## config.mk

```make
export PLATFORM = sky130hd
export DESIGN_NAME = branch_resolve
export DESIGN_NICKNAME = d
export VERILOG_FILES = /design/src/rtl/branch_pkg.sv /design/src/rtl/branch_resolve_cond.sv /design/src/rtl/branch_resolve.sv
export SDC_FILE = /design/constraint.sdc
export NUM_CORES = 1
export LEC_CHECK = 0
export CAP_MARGIN = 40
export CORE_MARGIN = 10
export CORE_UTILIZATION = 40
export DETAILED_ROUTE_END_ITERATION = 10
export PLACE_DENSITY = 0.83
export RECOVER_POWER = 100
export SYNTH_ARGS = -nofsm -noshare
export SYNTH_HDL_FRONTEND = slang
export SYNTH_HIERARCHICAL = 1
export SYNTH_SLANG_ARGS = --single-unit
```

## constraint.sdc

```tcl
create_clock -name clk -period 6.3 [get_ports clk]
set_input_delay 1.89 -clock clk [delete_from_list [all_inputs] [get_ports clk]]
set_output_delay 1.89 -clock clk [all_outputs]
set_load 0.01 [all_outputs]
```

## src/rtl/branch_pkg.sv

```systemverilog
// Shared encodings for the ID-stage branch resolver.
package branch_pkg;

    localparam logic [3:0] BR_NONE = 4'd0;
    localparam logic [3:0] BR_BEQ  = 4'd1;
    localparam logic [3:0] BR_BNE  = 4'd2;
    localparam logic [3:0] BR_BGEZ = 4'd3;
    localparam logic [3:0] BR_BLTZ = 4'd4;
    localparam logic [3:0] BR_BGTZ = 4'd5;
    localparam logic [3:0] BR_BLEZ = 4'd6;
    localparam logic [3:0] BR_J    = 4'd7;
    localparam logic [3:0] BR_JR   = 4'd8;

    typedef enum logic [1:0] {
        ST_IDLE     = 2'd0,
        ST_WAIT_DS  = 2'd1,
        ST_REDIRECT = 2'd2
    } state_t;

    localparam int SGN_GEZ = 3;
    localparam int SGN_LTZ = 2;
    localparam int SGN_GTZ = 1;
    localparam int SGN_LEZ = 0;

endpackage

```

## src/rtl/branch_resolve_cond.sv

```systemverilog
// Combinational taken decode from the branch op and comparator flags.
module br_cond_eval
    import branch_pkg::*;
(
    input  logic [3:0] op,
    input  logic       cmp_ne,
    input  logic [3:0] cmp_sign,
    output logic       is_branch,
    output logic       taken
);

    always_comb begin
        is_branch = 1'b1;
        taken     = 1'b0;
        case (op)
            BR_BEQ:  taken = !cmp_ne;
            BR_BNE:  taken = cmp_ne;
            BR_BGEZ: taken = cmp_sign[SGN_GEZ];
            BR_BLTZ: taken = cmp_sign[SGN_LTZ];
            BR_BGTZ: taken = cmp_sign[SGN_GTZ];
            BR_BLEZ: taken = cmp_sign[SGN_LEZ];
            BR_J:    taken = 1'b1;
            BR_JR:   taken = 1'b1;
            // undefined encodings fall back to no-branch
            default: is_branch = 1'b0;
        endcase
    end

endmodule

```

## src/rtl/branch_resolve.sv

```systemverilog
// Branch resolver: evaluates the condition and sequences a
// delay-slot-aware PC redirect to fetch.
module branch_resolve
    import branch_pkg::*;
#(
    parameter int              PC_W     = 32,
    parameter logic [PC_W-1:0] RESET_PC = 32'hBFC0_0000
) (
    input  logic            clk,
    input  logic            rst,
    input  logic            id_valid,
    input  logic [3:0]      id_br_op,
    input  logic            id_likely,
    input  logic            cmp_ne,
    input  logic [3:0]      cmp_sign,
    input  logic [PC_W-1:0] br_target,
    input  logic [PC_W-1:0] jr_target,
    input  logic            ds_fetched,
    input  logic            if_ready,
    input  logic            flush,
    output logic            id_stall,
    output logic            redirect_valid,
    output logic [PC_W-1:0] redirect_pc,
    output logic            ds_annul,
    output logic            adel_req
);

    state_t state;
    logic   is_branch;
    logic   taken;
    logic   is_jr;
    logic   misalign;
    logic   accept;

    logic [PC_W-1:0] target;

    br_cond_eval u_cond (
        .op        (id_br_op),
        .cmp_ne    (cmp_ne),
        .cmp_sign  (cmp_sign),
        .is_branch (is_branch),
        .taken     (taken)
    );

    assign is_jr    = (id_br_op == BR_JR);
    assign misalign = is_jr && (jr_target[1:0] != 2'b00);
    assign target   = is_jr ? jr_target : br_target;
    assign accept   = id_valid && is_branch
                   && (state == ST_IDLE) && !flush;
    assign id_stall = id_valid && is_branch && (state != ST_IDLE);

    always_ff @(posedge clk) begin
        if (rst) begin
            state          <= ST_IDLE;
            redirect_valid <= 1'b0;
            redirect_pc    <= RESET_PC;
            ds_annul       <= 1'b0;
            adel_req       <= 1'b0;
        end else begin
            ds_annul <= 1'b0;
            adel_req <= 1'b0;
            if (flush) begin
                state          <= ST_IDLE;
                redirect_valid <= 1'b0;
            end else begin
                case (state)
                    ST_IDLE: begin
                        if (accept) begin
                            if (misalign) begin
                                adel_req <= 1'b1;
                            end else if (taken) begin
                                redirect_pc <= target;
                                if (ds_fetched) begin
                                    state          <= ST_REDIRECT;
                                    redirect_valid <= 1'b1;
                                end else begin
                                    state <= ST_WAIT_DS;
                                end
                            end else if (id_likely) begin
                                ds_annul <= 1'b1;
                            end
                        end
                    end
                    ST_WAIT_DS: begin
                        if (ds_fetched) begin
                            state          <= ST_REDIRECT;
                            redirect_valid <= 1'b1;
                        end
                    end
                    ST_REDIRECT: begin
                        if (if_ready) begin
                            state          <= ST_IDLE;
                            redirect_valid <= 1'b0;
                        end
                    end
                    default: begin
                        state          <= ST_IDLE;
                        redirect_valid <= 1'b0;
                    end
                endcase
            end
        end
    end

endmodule

```

---- Word-level counts from Yosys, hierarchy flattened ----
Cells that the tools add are included.
operators by class
  add/subtract/negate cells ............... 0
  multiply operators ...................... 0
  divide/modulo/power cells ............... 0
  $lt $le $gt $ge ......................... 0
  eq/ne operators ......................... 15
  shift-type cells ........................ 0
  mux-type cells .......................... 18
  bitwise logic cells ..................... 4
  reductions and logical operators ........ 18
operators by type and width
  operator            count
  $mux 32             1
  $eq 4x3->1 const B  4
  $mux 2              6
  $ne 2x2->1 const B  5
  $reduce_and 5->1    2
  $eq 4x2->1 const B  2
  $mux 1              8
  $reduce_or 8->1     1
  $pmux 1 s7          1
  $pmux 2 s3          1
  $reduce_or 6->1     1
  $logic_and 1x1->1   5
  $eq 4x1->1 const B  1
  $eq 4x4->1 const B  1
  $not 1->1           4
  $reduce_and 4->1    1
  $reduce_bool 2->1   2
  $reduce_or 2->1     2
  $reduce_or 4->1     1
  $pmux 1 s3          1
  $eq 2x1->1 const B  1
  $eq 2x2->1 const B  1
  $logic_not 1->1     2
  $logic_not 2->1     1
word-level totals
  register bits ........................... 37
  latch bits .............................. 0
  memory bits (writable) .................. 0
  bits in read-only memories .............. 0
  output and inout port bits .............. 36
  word-level logic and storage cells ...... 60
  memories ................................ 0

---- Depth between registers and ports, before layout ----
  word-level depth ........................ 8
  depth in mapped cells ................... 9

---- Cells and area by module ----
Netlist, hierarchy kept.
by module, submodules not included
  module          times used  cells an instance  area an instance (um^2)  seq. area each (um^2)
  branch_resolve  1           175                1798.0                   740.7
  br_cond_eval    1           11                 83.8                     0.0

---- Least setup slack after synthesis ----
No wires, ideal clock.
  path type ............................... input-to-output
  start ................................... input port id_br_op[0]
  end ..................................... output port id_stall
  arrival ................................. 2563 ps
  slack ................................... 1847 ps
  stages on the path ...................... 4
  path buffers ............................ 0
  path through ............................ nor3_1 -> xnor2_1 -> nand2_1 -> nor2_1
between the ends
  word-level cells in the longest chain between the ends .. 5
RTL lines
  element                              line                       source
  start, declared                      branch_resolve.sv:12       input logic [3:0] id_br_op,
  $eq 4x4->1 (tied with other cells)   branch_resolve_cond.sv:15  case (op)
  $reduce_or 8->1 (no line) (*)        --
  $mux 1 (*)                           branch_resolve_cond.sv:15
  via is_branch                        branch_resolve.sv:29       logic is_branch;
  $logic_and 1x1->1 (*) (2 in series)  branch_resolve.sv:50       assign id_stall = id_valid && is_branch && (state != ST_IDLE);
  end, declared                        branch_resolve.sv:21       output logic id_stall,
Mark *: on every way through the listed nets, which the timed path passes. The rest lies on a longest branch.

---- Worst setup path after layout ----
  start ................................... input port id_br_op[1]
  end ..................................... output port id_stall
Same word-level chain as after synthesis.

==> run_results.csv <==
group,metric,value,unit
synth,yosysWarnings,6,
global_route,grt_max_degree,47,
critical_path,worstRegToRegCells,5,
placement,dp.cells,341,
drt,drc_errors,0,
critical_path,crit_type,"input pin to output port",
placement,dp_hpwl,4401,um
placement,gp_congestion,0.7659,
global_route,antenna_found_initial,0,
die,core,4444,um^2
layout,syn_to_final_growth,63.70,%
clock_tree,insertion_delay,0.29,ns
power_and_ir_drop,p_clk_frac,0.341,
power_and_ir_drop,combPwrFrac,0.201,
layout,finalInstanceArea,3080,um^2
synth,synthTopCellsByArea,"dfxtp_1, mux2i_1, a211oi_2",
critical_path,cp-start-kind,"input pin",
worst_hold_path,hp-class,"flip-flop to flip-flop",
drt,ant_nets,0,
clock_tree,ctsHoldBuffers,0,
critical_path,critPathMaxFanout,7,
power_and_ir_drop,p_int,0.4076,mW
synth,synth_nets,266,
sta,finalCritPeriodShare,0.9033,
clock_tree,cts_tree,"yes",
drt,post_drt_wl_per_cell,15.65,um
worst_hold_path,timing.hold.worst_path_depth,1,
sta,clock.fmax,175.7,MHz
layout,nNetsFinal,376,
clock_tree,root_buffer,"clkbuf_8",
drt,viasPerCell,5.072,
critical_path,worstSetupEndpoint,"id_stall",
sta,grt_setup_unrepaired,"no",
layout,fin_cells,349,
drt,drt_pass1_iterations,4,
synth,synth_top_area_cell,"dfxtp_1",
die,start_util,0.4234,
synth,syn_area,1882,um^2
outcome,status,"finished clean",
critical_path,r2r_slack,3.89,ns
critical_path,regToRegEndpoint,"redirect_pc[6]",
power_and_ir_drop,switching_share,0.2325,
sta,worst_pin_slew,1.478,ns
synth,ys_seq_area_frac,0.3936,
power_and_ir_drop,p_per_area,172.4,nW/um^2
clock_tree,htreeDepth,2,
synth,syn_inst,186,
global_route,grt_pass1_vias,1756,
sta,max_slew_margin,0.01439,
synth,synth.avg_cell_area,10.12,um^2
sta,fin_crit,5.691,ns
synth,synth_top_area_share,0.3936,
global_route,overflow,0,
placement,place_area,3022,um^2
placement,io_buffer_count,115,
layout,layout-drive-gt1-share,0.08418,
power_and_ir_drop,power.leakage,1.076,nW
critical_path,crit_required,4.41,ns
global_route,grt_pass1_wl,8535,um
layout,n_fill_cell,361,
die,die_area,7848,um^2
clock_tree,clock_sinks,37,
critical_path,cp-end-kind,"output port",
drt,vias,1770,
sta,fin_worst_skew,0.004794,ns
job,drv_cap,0,
die,fp.dieH,88.59,um
layout,multi_input_area,1007,um^2
critical_path,cp.arrival,3.80,ns
critical_path,rr_startpoint,"state[0]",
drt,drtIter0Drc,33,
power_and_ir_drop,irDropWorstVdd,0.0001287,V
sta,drv_slew,0,
layout,antenna_cells,0,
critical_path,startpoint,"id_br_op[1]",
sta,finalHoldViolCount,0,
clock_tree,clock_path_buffers,2,
die,io_pins,116,
power_and_ir_drop,power.switching,0.1235,mW
clock_tree,cts_setup_buffers,0,
die,rows,24,
clock_tree,ctsResizeCount,0,
sta,setup_viol,0,
synth,yosys.cell_types.count,34,
power_and_ir_drop,seqPwrFrac,0.458,
synth,ys_seq_elements,37,
layout,seq_area,740.7,um^2
sta,setup_tns,0,ns
clock_tree,clk_pin_slew_worst_paths,0.07,ns
drt,routed_wirelength,5463,um
clock_tree,numCtsBuffers,5,
die,die_w,88.59,um
global_route,grt.total_usage,0.1384,
==> cell families after synthesis <==
| kind of cell | share of synthesized area |
|---|---|
| buf+inv | 0.05518 |
| xor+xnor | 0.004655 |
| flops | 0.3936 |
| simple gates | 0.1330 |
| compound gates | 0.2314 |
| mux | 0.1822 |
==> critical path: stages <==
cell and delay [ns]:
dlygate4sd3_1 0.63, nor3_1 0.24, xnor2_1 0.14, nand2_1 0.15
nor2_1 0.13, dlygate4sd3_1 0.62
==> cell usage after synthesis, drive strengths merged <==
cell type and count:
a211o 10, a211oi 25, a21boi 1, a21oi 2, a31oi 1, and3 1, buf 11, clkbuf 4
dfxtp 37, inv 1, mux2 2, mux2i 32, nand2 2, nand3 1, nand3b 1, nor2 37
nor2b 1, nor3 1, nor3b 2, nor4 1, nor4b 2, o2111ai 1, o211ai 2, o21ai 3
or2 1, or3 1, or3b 1, or4b 1, xnor2 1
==> registers in the layout, indices dropped and copies added (netlist names) <==
name / count
redirect_valid: 1
state: 2
adel_req: 1
redirect_pc: 32
ds_annul: 1
==> how the worst min path moves through the flow <==
stage,start,to
after global placement,redirect_pc[28],redirect_pc[28]
after floorplan,state[1],state[0]
final,redirect_pc[28],redirect_pc[28]
after CTS,redirect_pc[28],redirect_pc[28]
after global routing,redirect_pc[28],redirect_pc[28]
after detailed placement,redirect_pc[28],redirect_pc[28]
==> layer usage <==
layer / part of all wire / vias to the layer above / global-route usage
met2: 0.49 / 64 / 0.2344
met3: 0.11 / 5 / 0.07721
met5: 0 / - / 0
met1: 0.39 / 795 / 0.1462
li1: - / 906 / -
met4: 0.0088 / 0 / 0.03524
==> stage by stage <==
| step | hold WS (ns) | setup WS, ns | power (mW) | utilization |
|---|---|---|---|---|
| CTS | 0.4675 | 0.7481 | 0.5420 | 0.7027 |
| floorplan | 0.4873 | 1.847 | 0.2927 | - |
| detailed placement | 0.4510 | 0.7529 | 0.3612 | 0.6799 |
| finish | 0.4565 | 0.6092 | 0.5311 | 0.6931 |
| global route | 0.4698 | 0.5122 | 0.5594 | 0.6931 |
| global placement | 0.4421 | 0.7884 | 0.3595 | 0.6799 |
==> cell usage in the layout, fill, tap and decap left out <==
| cell type | Yosys | final |
|---|---|---|
| clkbuf_8 | 0 | 7 |
| mux2_1 | 2 | 2 |
| dfxtp_1 | 37 | 37 |
| a211oi_1 | 7 | 13 |
| mux2i_1 | 32 | 32 |
| clkdlybuf4s50_1 | 0 | 77 |
| a21boi_0 | 1 | 1 |
| or4b_4 | 1 | 1 |
| a211oi_2 | 17 | 11 |
| o2111ai_1 | 1 | 1 |
| o211ai_1 | 2 | 2 |
| nor3b_1 | 2 | 2 |
| buf_4 | 2 | 1 |
| a31oi_1 | 1 | 1 |
| xnor2_1 | 1 | 1 |
| nand3_1 | 1 | 1 |
| and3_1 | 1 | 1 |
| nor4b_1 | 2 | 2 |
| nor2_1 | 37 | 37 |
| buf_2 | 5 | 1 |
| nand2_1 | 2 | 2 |
| nand3b_1 | 1 | 1 |
| nor4_1 | 1 | 1 |
| or3_1 | 1 | 1 |
| nor3_1 | 1 | 1 |
| o21ai_1 | 1 | 1 |
| nor2b_1 | 1 | 1 |
| clkinv_2 | 0 | 1 |
| clkbuf_2 | 0 | 1 |
| a211o_1 | 10 | 10 |
| clkbuf_1 | 4 | 1 |
| or3b_1 | 1 | 1 |
| a21oi_1 | 2 | 2 |
| o21ai_0 | 2 | 2 |
| dlygate4sd3_1 | 0 | 37 |
| or2_2 | 1 | 1 |
| a211oi_4 | 1 | 1 |
| inv_1 | 1 | 1 |
==> power groups by stage <==
stage	clock network, mW	logic (mW)	registers [mW]
final	0.181	0.107	0.244
after detailed placement	0	0.112	0.249
after global placement	0	0.111	0.249
after floorplan	0	0.0403	0.252
after global routing	0.199	0.116	0.244
after CTS	0.186	0.112	0.244
==> final cells by class <==
class / instances / share of cell area
multi-input combinational: 133 / 0.3270
tap: 52 / 0.02112
inverter: 1 / 0.001219
clock buffer: 7 / 0.03128
clock inverter: 1 / 0.001625
timing repair buffer: 118 / 0.3773
sequential: 37 / 0.2405
Power figures use the tool's default switching activity.
